### src/rtl/pipelined_barrel_shifter.sv
// Pipelined N-bit barrel shifter (LSL/LSR/ASR/ROR) with ARM-style carry-out.
// One shift level per stage; a single global stall freezes every stage under backpressure.
module pipelined_barrel_shifter #(
    parameter int N   = 32,
    parameter int SHW = 5
) (
    input  logic           clk,
    input  logic           rst_n,
    input  logic           In_Valid,
    output logic           In_Ready,
    input  logic [N-1:0]   RN_In,
    input  logic [SHW-1:0] Sh,
    input  logic [1:0]     Mode,
    input  logic           Carry_In,
    output logic           Out_Valid,
    input  logic           Out_Ready,
    output logic [N-1:0]   Shift_Out,
    output logic           Carry_Out
);

    logic                 stall_s;

    logic [N-1:0]         src_data_s  [SHW];
    logic [SHW-1:0]       src_sh_s    [SHW];
    logic [1:0]           src_mode_s  [SHW];
    logic [SHW-1:0]       src_carry_s;
    logic [SHW-1:0]       src_valid_s;

    logic [N-1:0]         data_d [SHW];
    logic [N-1:0]         data_q [SHW];
    logic [SHW-1:0]       carry_d;
    logic [SHW-1:0]       carry_q;
    logic [SHW-1:0]       valid_d;
    logic [SHW-1:0]       valid_q;

    // The last stage no longer needs the shift amount or mode.
    logic [SHW-1:0]       sh_d   [SHW-1];
    logic [SHW-1:0]       sh_q   [SHW-1];
    logic [1:0]           mode_d [SHW-1];
    logic [1:0]           mode_q [SHW-1];

    assign stall_s   = valid_q[SHW-1] & ~Out_Ready;
    assign In_Ready  = ~stall_s;
    assign Out_Valid = valid_q[SHW-1];
    assign Shift_Out = data_q[SHW-1];
    assign Carry_Out = carry_q[SHW-1];

    // Select what feeds each level: the ports for level 0, the previous stage otherwise.
    always_comb begin
        src_data_s[0]  = RN_In;
        src_sh_s[0]    = Sh;
        src_mode_s[0]  = Mode;
        src_carry_s[0] = Carry_In;
        src_valid_s[0] = In_Valid;
        for (int k = 1; k < SHW; k++) begin
            src_data_s[k]  = data_q[k-1];
            src_sh_s[k]    = sh_q[k-1];
            src_mode_s[k]  = mode_q[k-1];
            src_carry_s[k] = carry_q[k-1];
            src_valid_s[k] = valid_q[k-1];
        end
    end

    // Level k shifts by 2^k; the carry becomes the last bit that this level pushed out,
    // which composes across levels into the bit last shifted out overall.
    always_comb begin
        int             amt;
        logic [SHW-1:0] lsl_idx;
        logic [SHW-1:0] rsh_idx;
        amt     = 0;
        lsl_idx = {SHW{1'b0}};
        rsh_idx = {SHW{1'b0}};
        for (int k = 0; k < SHW; k++) begin
            amt        = 32'sd1 << k;
            lsl_idx    = SHW'(N - amt);
            rsh_idx    = SHW'(amt - 1);
            data_d[k]  = data_q[k];
            carry_d[k] = carry_q[k];
            valid_d[k] = valid_q[k];
            if (!stall_s) begin
                valid_d[k] = src_valid_s[k];
                if (src_sh_s[k][k]) begin
                    case (src_mode_s[k])
                        2'b00: begin
                            data_d[k]  = src_data_s[k] << amt;
                            carry_d[k] = src_data_s[k][lsl_idx];
                        end
                        2'b01: begin
                            data_d[k]  = src_data_s[k] >> amt;
                            carry_d[k] = src_data_s[k][rsh_idx];
                        end
                        2'b10: begin
                            data_d[k]  = $signed(src_data_s[k]) >>> amt;
                            carry_d[k] = src_data_s[k][rsh_idx];
                        end
                        2'b11: begin
                            data_d[k]  = (src_data_s[k] >> amt) | (src_data_s[k] << (N - amt));
                            carry_d[k] = src_data_s[k][rsh_idx];
                        end
                        default: begin
                            data_d[k]  = src_data_s[k];
                            carry_d[k] = src_carry_s[k];
                        end
                    endcase
                end else begin
                    data_d[k]  = src_data_s[k];
                    carry_d[k] = src_carry_s[k];
                end
            end else begin
                data_d[k]  = data_q[k];
                carry_d[k] = carry_q[k];
                valid_d[k] = valid_q[k];
            end
        end
    end

    // Shift amount and mode ride along with their item, frozen on stall.
    always_comb begin
        for (int k = 0; k < SHW - 1; k++) begin
            if (stall_s) begin
                sh_d[k]   = sh_q[k];
                mode_d[k] = mode_q[k];
            end else begin
                sh_d[k]   = src_sh_s[k];
                mode_d[k] = src_mode_s[k];
            end
        end
    end

    // Stage registers.
    always_ff @(posedge clk or negedge rst_n) begin
        if (!rst_n) begin
            for (int k = 0; k < SHW; k++) begin
                data_q[k] <= {N{1'b0}};
            end
            for (int k = 0; k < SHW - 1; k++) begin
                sh_q[k]   <= {SHW{1'b0}};
                mode_q[k] <= 2'b00;
            end
            carry_q <= {SHW{1'b0}};
            valid_q <= {SHW{1'b0}};
        end else begin
            for (int k = 0; k < SHW; k++) begin
                data_q[k] <= data_d[k];
            end
            for (int k = 0; k < SHW - 1; k++) begin
                sh_q[k]   <= sh_d[k];
                mode_q[k] <= mode_d[k];
            end
            carry_q <= carry_d;
            valid_q <= valid_d;
        end
    end

endmodule

### config.mk
export PLATFORM = sky130hd
export DESIGN_NAME = pipelined_barrel_shifter
export DESIGN_NICKNAME = d
export VERILOG_FILES = /design/src/rtl/pipelined_barrel_shifter.sv
export SDC_FILE = /design/constraint.sdc
export NUM_CORES = 1
export LEC_CHECK = 0
export CAP_MARGIN = 30
export CORE_MARGIN = 1.5
export CORE_UTILIZATION = 45
export DETAILED_ROUTE_END_ITERATION = 8
export HOLD_SLACK_MARGIN = 0.15
export PLACE_DENSITY_LB_ADDON = 0.3
export SLEW_MARGIN = 10
export SYNTH_ARGS = -nofsm -noshare
export SYNTH_HDL_FRONTEND = slang
export SYNTH_SLANG_ARGS = --single-unit
### constraint.sdc
create_clock -name clk -period 1.7 [get_ports clk]
set_input_delay 0.34 -clock clk [delete_from_list [all_inputs] [get_ports clk]]
set_output_delay 0.34 -clock clk [all_outputs]
set_load 0.01 [all_outputs]
==> flow_summary_export.csv, run 1 <==
group,metric,value,unit
status,run_status,"completed",
critical_path,worst_setup_path_start_kind,"flop",
detailed_routing,totalWireLength,25700,microns
final_layout,final_nets,1252,
logic_synthesis,synth_warnings,0,
final_layout,multi_input_area,4760,sq um
detailed_routing,number_of_detailed_routing_iterations_run_before_antenna_repair,5,
sta,fmax,606,MHz
critical_path,worstPathBufferInverterCount,1,
clock_network,clock_sink_count,188,
global_routing,maximum_number_of_pins_on_one_net_before_global_route_repair,68,
power_and_ir_drop,power_density,1870,nW/um^2
min_path,hold_path_class,"in2async",
floorplan,die_area,24300,sq um
clock_network,clk_transition_reported_paths,0.07,ns
sta,setup_viol,0,
sta,period_minus_slack,1.65,ns
critical_path,crit_path_cells,"clkdlybuf4s50_1",
critical_path,crit_fanout,2,
logic_synthesis,synth_flop_cell,"sky130_fd_sc_hd__dfrtp_1",
sta,tightestPinTransition,0.769,ns
power_and_ir_drop,clock_power_share,16.2,%
sta,report.final.hold_viol_count,0,
final_layout,antenna_cells_inserted,0,
power_and_ir_drop,total_switching_power,9.49,mW
global_routing,first_global_vias,8059,
final_layout,finish.cell_count_without_fillers,1534,
global_routing,overflow,0,
logic_synthesis,synthesized_flop_and_latch_total,188,
placed_design,number_of_i_o_port_buffers,78,
critical_path,crit_arrival,1.31,ns
power_and_ir_drop,p_seq_share,36.9,%
critical_path,cp_data_required_time,1.36,ns
power_and_ir_drop,intPower,13.4,mW
power_and_ir_drop,power.switching_fraction,41.4,%
sta,maxSlewHeadroom,48.7,%
power_and_ir_drop,leakage,5.80,nW
detailed_routing,routedWlPerCell,16.7,microns
power_and_ir_drop,peakVddDrop,0.806,mV
logic_synthesis,mean_instance_size_in_the_synthesized_netlist,8.80,sq um
sta,finalSetupTns,0,ns
global_routing,grt_first_pass_wirelength,42900,microns
sta,fin_worst_skew,0.0165,ns
run,cap_viol_max_count,0,
logic_synthesis,syn-instance-count,1196,
clock_network,clock-root-buffer,"sky130_fd_sc_hd__clkbuf_16",
floorplan,floorplan.io_pins,79,
final_layout,flow.area_growth_from_synthesis,16.5,%
placed_design,dpl_worst_slack,-0.137,ns
detailed_routing,drc,0,
sta,report.final.slew_viol_count,0,
detailed_routing,vias_per_cell,5.73,
placed_design,place.detailed.instances,1501,
placed_design,finalWeightedCongestion,0.860,
floorplan,start_util,46.2,%
sta,final.period_utilization,97.1,%
placed_design,place_area,11700,sq um
critical_path,type_of_destination_of_the_critical_path,"output pin",
global_routing,groute.usage.overall,21.8,%
logic_synthesis,postSynthNetCount,1240,
critical_path,worst_setup_slack_for_register_to_register_paths,0.13,ns
clock_network,cts_tree,"yes",
final_layout,final_common_cell,"sky130_fd_sc_hd__dfrtp_1",
detailed_routing,drtIter0Drc,643,
critical_path,regToRegEndpoint,"data_q[36]",
sta,layout_setup_ws,0.0499,ns
clock_network,clock_latency,0.43,ns
critical_path,rr_worst_depth,4,
clock_network,ctsLongestPathBuffers,2,
clock_network,clock_tree.htree_level_count,4,
final_layout,mostFrequentLayoutCells,"sky130_fd_sc_hd__dfrtp_1 (188), sky130_fd_sc_hd__nand2_1 (169), sky130_fd_sc_hd__o21ai_0 (168)",
sta,rsz0062_at_grt,"no",
power_and_ir_drop,combinationalPowerShare,46.9,%
global_routing,antenna_found_initial,0,
final_layout,drive_above_1_share,9.66,%
logic_synthesis,syn_area,10500,sq um
critical_path,timing.critical_path.slowest_cell_delay,0.53,ns
sta,whs,0.432,ns
final_layout,ff_latch_area,4700,sq um
clock_network,cts_buffers,17,
floorplan,overall_die_width,156,microns
final_layout,final_design_area_no_fill,12300,sq um
critical_path,timing.setup.critical_path_class,"reg2out",
floorplan,row_count,55,
logic_synthesis,ys_async_sr_fraction,100,%
floorplan,floorplan.core_area,22800,sq um
floorplan,die_height,156,microns
critical_path,rr_startpoint,"mode_q[2]",
detailed_routing,dr_total_vias,8792,
logic_synthesis,synth_seq_area_share,44.7,%
detailed_routing,number_of_nets_with_antenna_violations_after_routing,0,
critical_path,timing.critical_path.slowest_stage_cell,"sky130_fd_sc_hd__clkdlybuf4s50_1",
critical_path,cell_type_group_with_the_largest_total_delay_on_the_critical_path,"buffers and inverters",
placed_design,hpwl_dp,18200,microns
logic_synthesis,number_of_synthesized_flops_with_an_enable_pin,0,
final_layout,final.fill_count,2115,
logic_synthesis,yosys.cell_types.count,37,
clock_network,post_cts.repair.setup_buffers,0,
Yosys cell counts (all sizes together), types with 4 or more instances:
master / n / share of area [%]
nor2b: 13 / 0.77
clkbuf: 62 / 2.2
a2bb2oi: 16 / 1.3
a221oi: 4 / 0.33
dfrtp: 188 / 45
nand3: 12 / 0.57
o211a: 72 / 6.8
o21ai: 284 / 13
a311oi: 12 / 1.0
inv: 65 / 2.3
a211oi: 57 / 4.1
mux2i: 12 / 1.1
buf: 93 / 5.7
o22ai: 47 / 3.3
nand2: 169 / 6.0
o21a: 58 / 4.1
a21oi: 14 / 0.67
area by class of cell:
class	count	area share [%]
Clock inverter	12	0.734
Clock buffer	20	3.72
Inverter	65	2.01
Sequential cell	188	38.4
Multi-Input combinational cell	788	38.8
Timing Repair Buffer	148	13.2
Tap cell	313	3.19
flip-flops by register name (all words and copies together), names as in the netlist:
signal and count:
valid_q 5, Shift_Out 32, carry_q 5, mode_q 8
data_q 128, sh_q 10
worst reg2reg max path: cells and delay by family (launching register included):
| kind | cells | cell delay, ns |
|---|---|---|
| compound gates | 2 | 0.34 |
| buf+inv | 1 | 0.26 |
| flops | 1 | 0.37 |
| simple gates | 1 | 0.47 |
worst max-delay path by stage:
| stage | to | depth (start not counted) | slack, ns | startpoint |
|---|---|---|---|---|
| 5_1_grt | Shift_Out[23] | 1 | 0.002 | Shift_Out[23] |
| 4_1_cts | Shift_Out[28] | 1 | 0.002 | Shift_Out[28] |
| 6_report | Shift_Out[22] | 1 | 0.05 | Shift_Out[22] |
| 3_5_place_dp | In_Ready | 4 | -0.14 | Out_Ready |
| 2_1_floorplan | In_Ready | 6 | 0.21 | valid_q[4] |
| 3_3_place_gp | In_Ready | 4 | -0.13 | Out_Ready |
power by group through the flow:
stage / combinational (mW) / clock (mW) / sequential (mW)
finish: 10.7 / 3.72 / 8.45
global route: 12.0 / 3.97 / 8.71
CTS: 10.8 / 3.78 / 8.46
detailed placement: 10.8 / 0 / 8.54
global placement: 10.6 / 0 / 8.46
floorplan: 8.26 / 0 / 7.72
per-layer routing:
| layer | share of wire [%] | track usage [%] |
|---|---|---|
| met5 | 0 | 0 |
| met1 | 47 | 30.7 |
| met4 | 1.5 | 5.71 |
| met2 | 47 | 34.9 |
| met3 | 4.5 | 3.50 |
per-stage QoR:
stage               power [mW]  util, %
floorplan                 16.0        -
global placement          19.0     51.2
detailed placement        19.3     51.2
CTS                       23.1     53.6
global route              24.7     53.9
finish                    22.9     53.9
logic make-up after synthesis:
group | Yosys count | share of synthesized area [%]
AOI/OAI and AO/OA | 568 | 35.6
xor gates and xnor gates | 1 | 0.155
buffers and inverters | 220 | 10.2
DFF | 188 | 44.7
muxes | 15 | 1.46
and+or+nand+nor | 204 | 7.93
what timing repair did:
item,in CTS,in global routing
hold buffers,1,0
setup endpoints to repair,1,24
pin swaps,0,0
gates resized for setup,1,24
endpoints found under the hold margin,41,0
No activity file was read; power rests on OpenSTA's default activity.
==> run 2: changes to the inputs <==
- CORE_UTILIZATION: 45 -> 59
==> flow_summary_export.csv, run 2 (synthesized netlist as in run 1, its figures left out) <==
group,metric,value,unit
clock_network,clock_latency,0.43,ns
final_layout,largest_register_ff_count,128,
floorplan,row_count,48,
critical_path,cell_type_group_with_the_largest_total_delay_on_the_critical_path,"buffers and inverters",
final_layout,final_nets,1248,
final_layout,mostFrequentLayoutCells,"sky130_fd_sc_hd__dfrtp_1 (188), sky130_fd_sc_hd__nand2_1 (169), sky130_fd_sc_hd__o21ai_0 (168)",
critical_path,timing.critical_path.slowest_stage_cell,"sky130_fd_sc_hd__clkdlybuf4s50_1",
sta,whs,0.431,ns
floorplan,start_util,60.7,%
final_layout,largest_register,"data_q",
floorplan,floorplan.io_pins,79,
sta,period_minus_slack,1.65,ns
sta,maxSlewHeadroom,51.5,%
placed_design,finalWeightedCongestion,0.873,
critical_path,type_of_destination_of_the_critical_path,"output pin",
detailed_routing,number_of_detailed_routing_iterations_run_before_antenna_repair,6,
floorplan,die_area,18700,sq um
detailed_routing,vias_per_cell,6.21,
detailed_routing,number_of_nets_with_antenna_violations_after_routing,0,
clock_network,cts_buffers,17,
critical_path,cp_data_required_time,1.36,ns
final_layout,antenna_cells_inserted,0,
global_routing,first_global_vias,8376,
critical_path,crit_path_cells,"clkdlybuf4s50_1",
critical_path,worstPathBufferInverterCount,1,
clock_network,clock_tree.htree_level_count,4,
clock_network,ctsLongestPathBuffers,2,
status,run_status,"completed",
detailed_routing,drtIter0Drc,635,
clock_network,cts_tree,"yes",
detailed_routing,dr_total_vias,8949,
sta,report.final.hold_viol_count,0,
power_and_ir_drop,peakVddDrop,1.02,mV
final_layout,final_common_cell,"sky130_fd_sc_hd__dfrtp_1",
sta,report.final.slew_viol_count,0,
sta,setup_viol,0,
critical_path,timing.critical_path.slowest_cell_delay,0.54,ns
power_and_ir_drop,leakage,5.84,nW
clock_network,clock-root-buffer,"sky130_fd_sc_hd__clkbuf_16",
detailed_routing,totalWireLength,25200,microns
sta,layout_setup_ws,0.0458,ns
sta,final.period_utilization,97.3,%
placed_design,hpwl_dp,18000,microns
clock_network,post_cts.repair.setup_buffers,0,
clock_network,clk_transition_reported_paths,0.07,ns
sta,rsz0062_at_grt,"no",
critical_path,timing.setup.critical_path_class,"reg2out",
global_routing,overflow,0,
floorplan,overall_die_width,137,microns
final_layout,drive_above_1_share,9.29,%
run,cap_viol_max_count,0,
final_layout,finish.cell_count_without_fillers,1442,
global_routing,maximum_number_of_pins_on_one_net_before_global_route_repair,68,
global_routing,antenna_found_initial,0,
placed_design,number_of_i_o_port_buffers,78,
power_and_ir_drop,power_density,1880,nW/um^2
min_path,hold_path_class,"in2async",
detailed_routing,drc,0,
clock_network,clock_sink_count,188,
floorplan,floorplan.core_area,17400,sq um
floorplan,die_height,137,microns
sta,fin_worst_skew,0.00549,ns
global_routing,groute.usage.overall,28.7,%
final_layout,flow.area_growth_from_synthesis,15.1,%
placed_design,place.detailed.instances,1409,
placed_design,dpl_worst_slack,-0.115,ns
sta,tightestPinTransition,0.728,ns
sta,finalSetupTns,0,ns
critical_path,crit_fanout,2,
sta,fmax,605,MHz
critical_path,crit_arrival,1.31,ns
critical_path,worst_setup_path_start_kind,"flop",
detailed_routing,routedWlPerCell,17.5,microns
global_routing,grt_first_pass_wirelength,42400,microns
==> run 2: path summary, 6_finish.rpt <==
path	slack (ns)	start	cells after the start	to
setup / recovery	0.05	Shift_Out[27]	1	Shift_Out[27]
hold / removal	0.43	rst_n	2	Shift_Out[9]
setup reg to reg	0.14	mode_q[2]	4	carry_q[3]
hold reg to reg	0.46	valid_q[3]	2	valid_q[3]
max in group asynchronous	0.71	rst_n	3	data_q[118]
min in group clk	0.43	Sh[4]	3	sh_q[19]
==> run 2: report_power, final <==
part / total, mW / switching, mW / internal (mW)
Combinational: 10.6 / 5.92 / 4.68
Clock: 3.77 / 1.69 / 2.08
Sequential: 8.41 / 1.80 / 6.62
==> run 2: repair_timing <==
action | in CTS | in global routing
endpoints found under the hold margin | 43 | 0
hold buffers | 1 | 0
cloned | 0 | 0
setup endpoints to repair | 1 | 30
gates resized for setup | 1 | 30
==> run 2: cell type report <==
type | count | area [sq um]
Clock buffer | 21 | 460
Clock inverter | 11 | 95.1
Timing Repair Buffer | 144 | 1580
Inverter | 65 | 246
Tap cell | 225 | 282
Fill cell | 1385 | 5230
Sequential cell | 188 | 4700
Multi-Input combinational cell | 788 | 4760
==> run 2: per-stage QoR <==
stage | area, sq um | power, mW | util, %
after floorplan | 10500 | 16.0 | -
after global placement | 11500 | 18.7 | 66.2
after detailed placement | 11500 | 19.0 | 66.2
after CTS | 12000 | 22.8 | 69.4
after global routing | 12100 | 24.4 | 69.8
final | 12100 | 22.8 | 69.8
==> run 2: per-layer routing <==
metal  part of all wire [%]  track usage (%)  up-vias
li1                       -                -     4272
met3                    5.0             4.56       57
met1                     43             37.9     4277
met5                      0                0        -
met4                    3.2             11.4        0
met2                     49             47.4      343
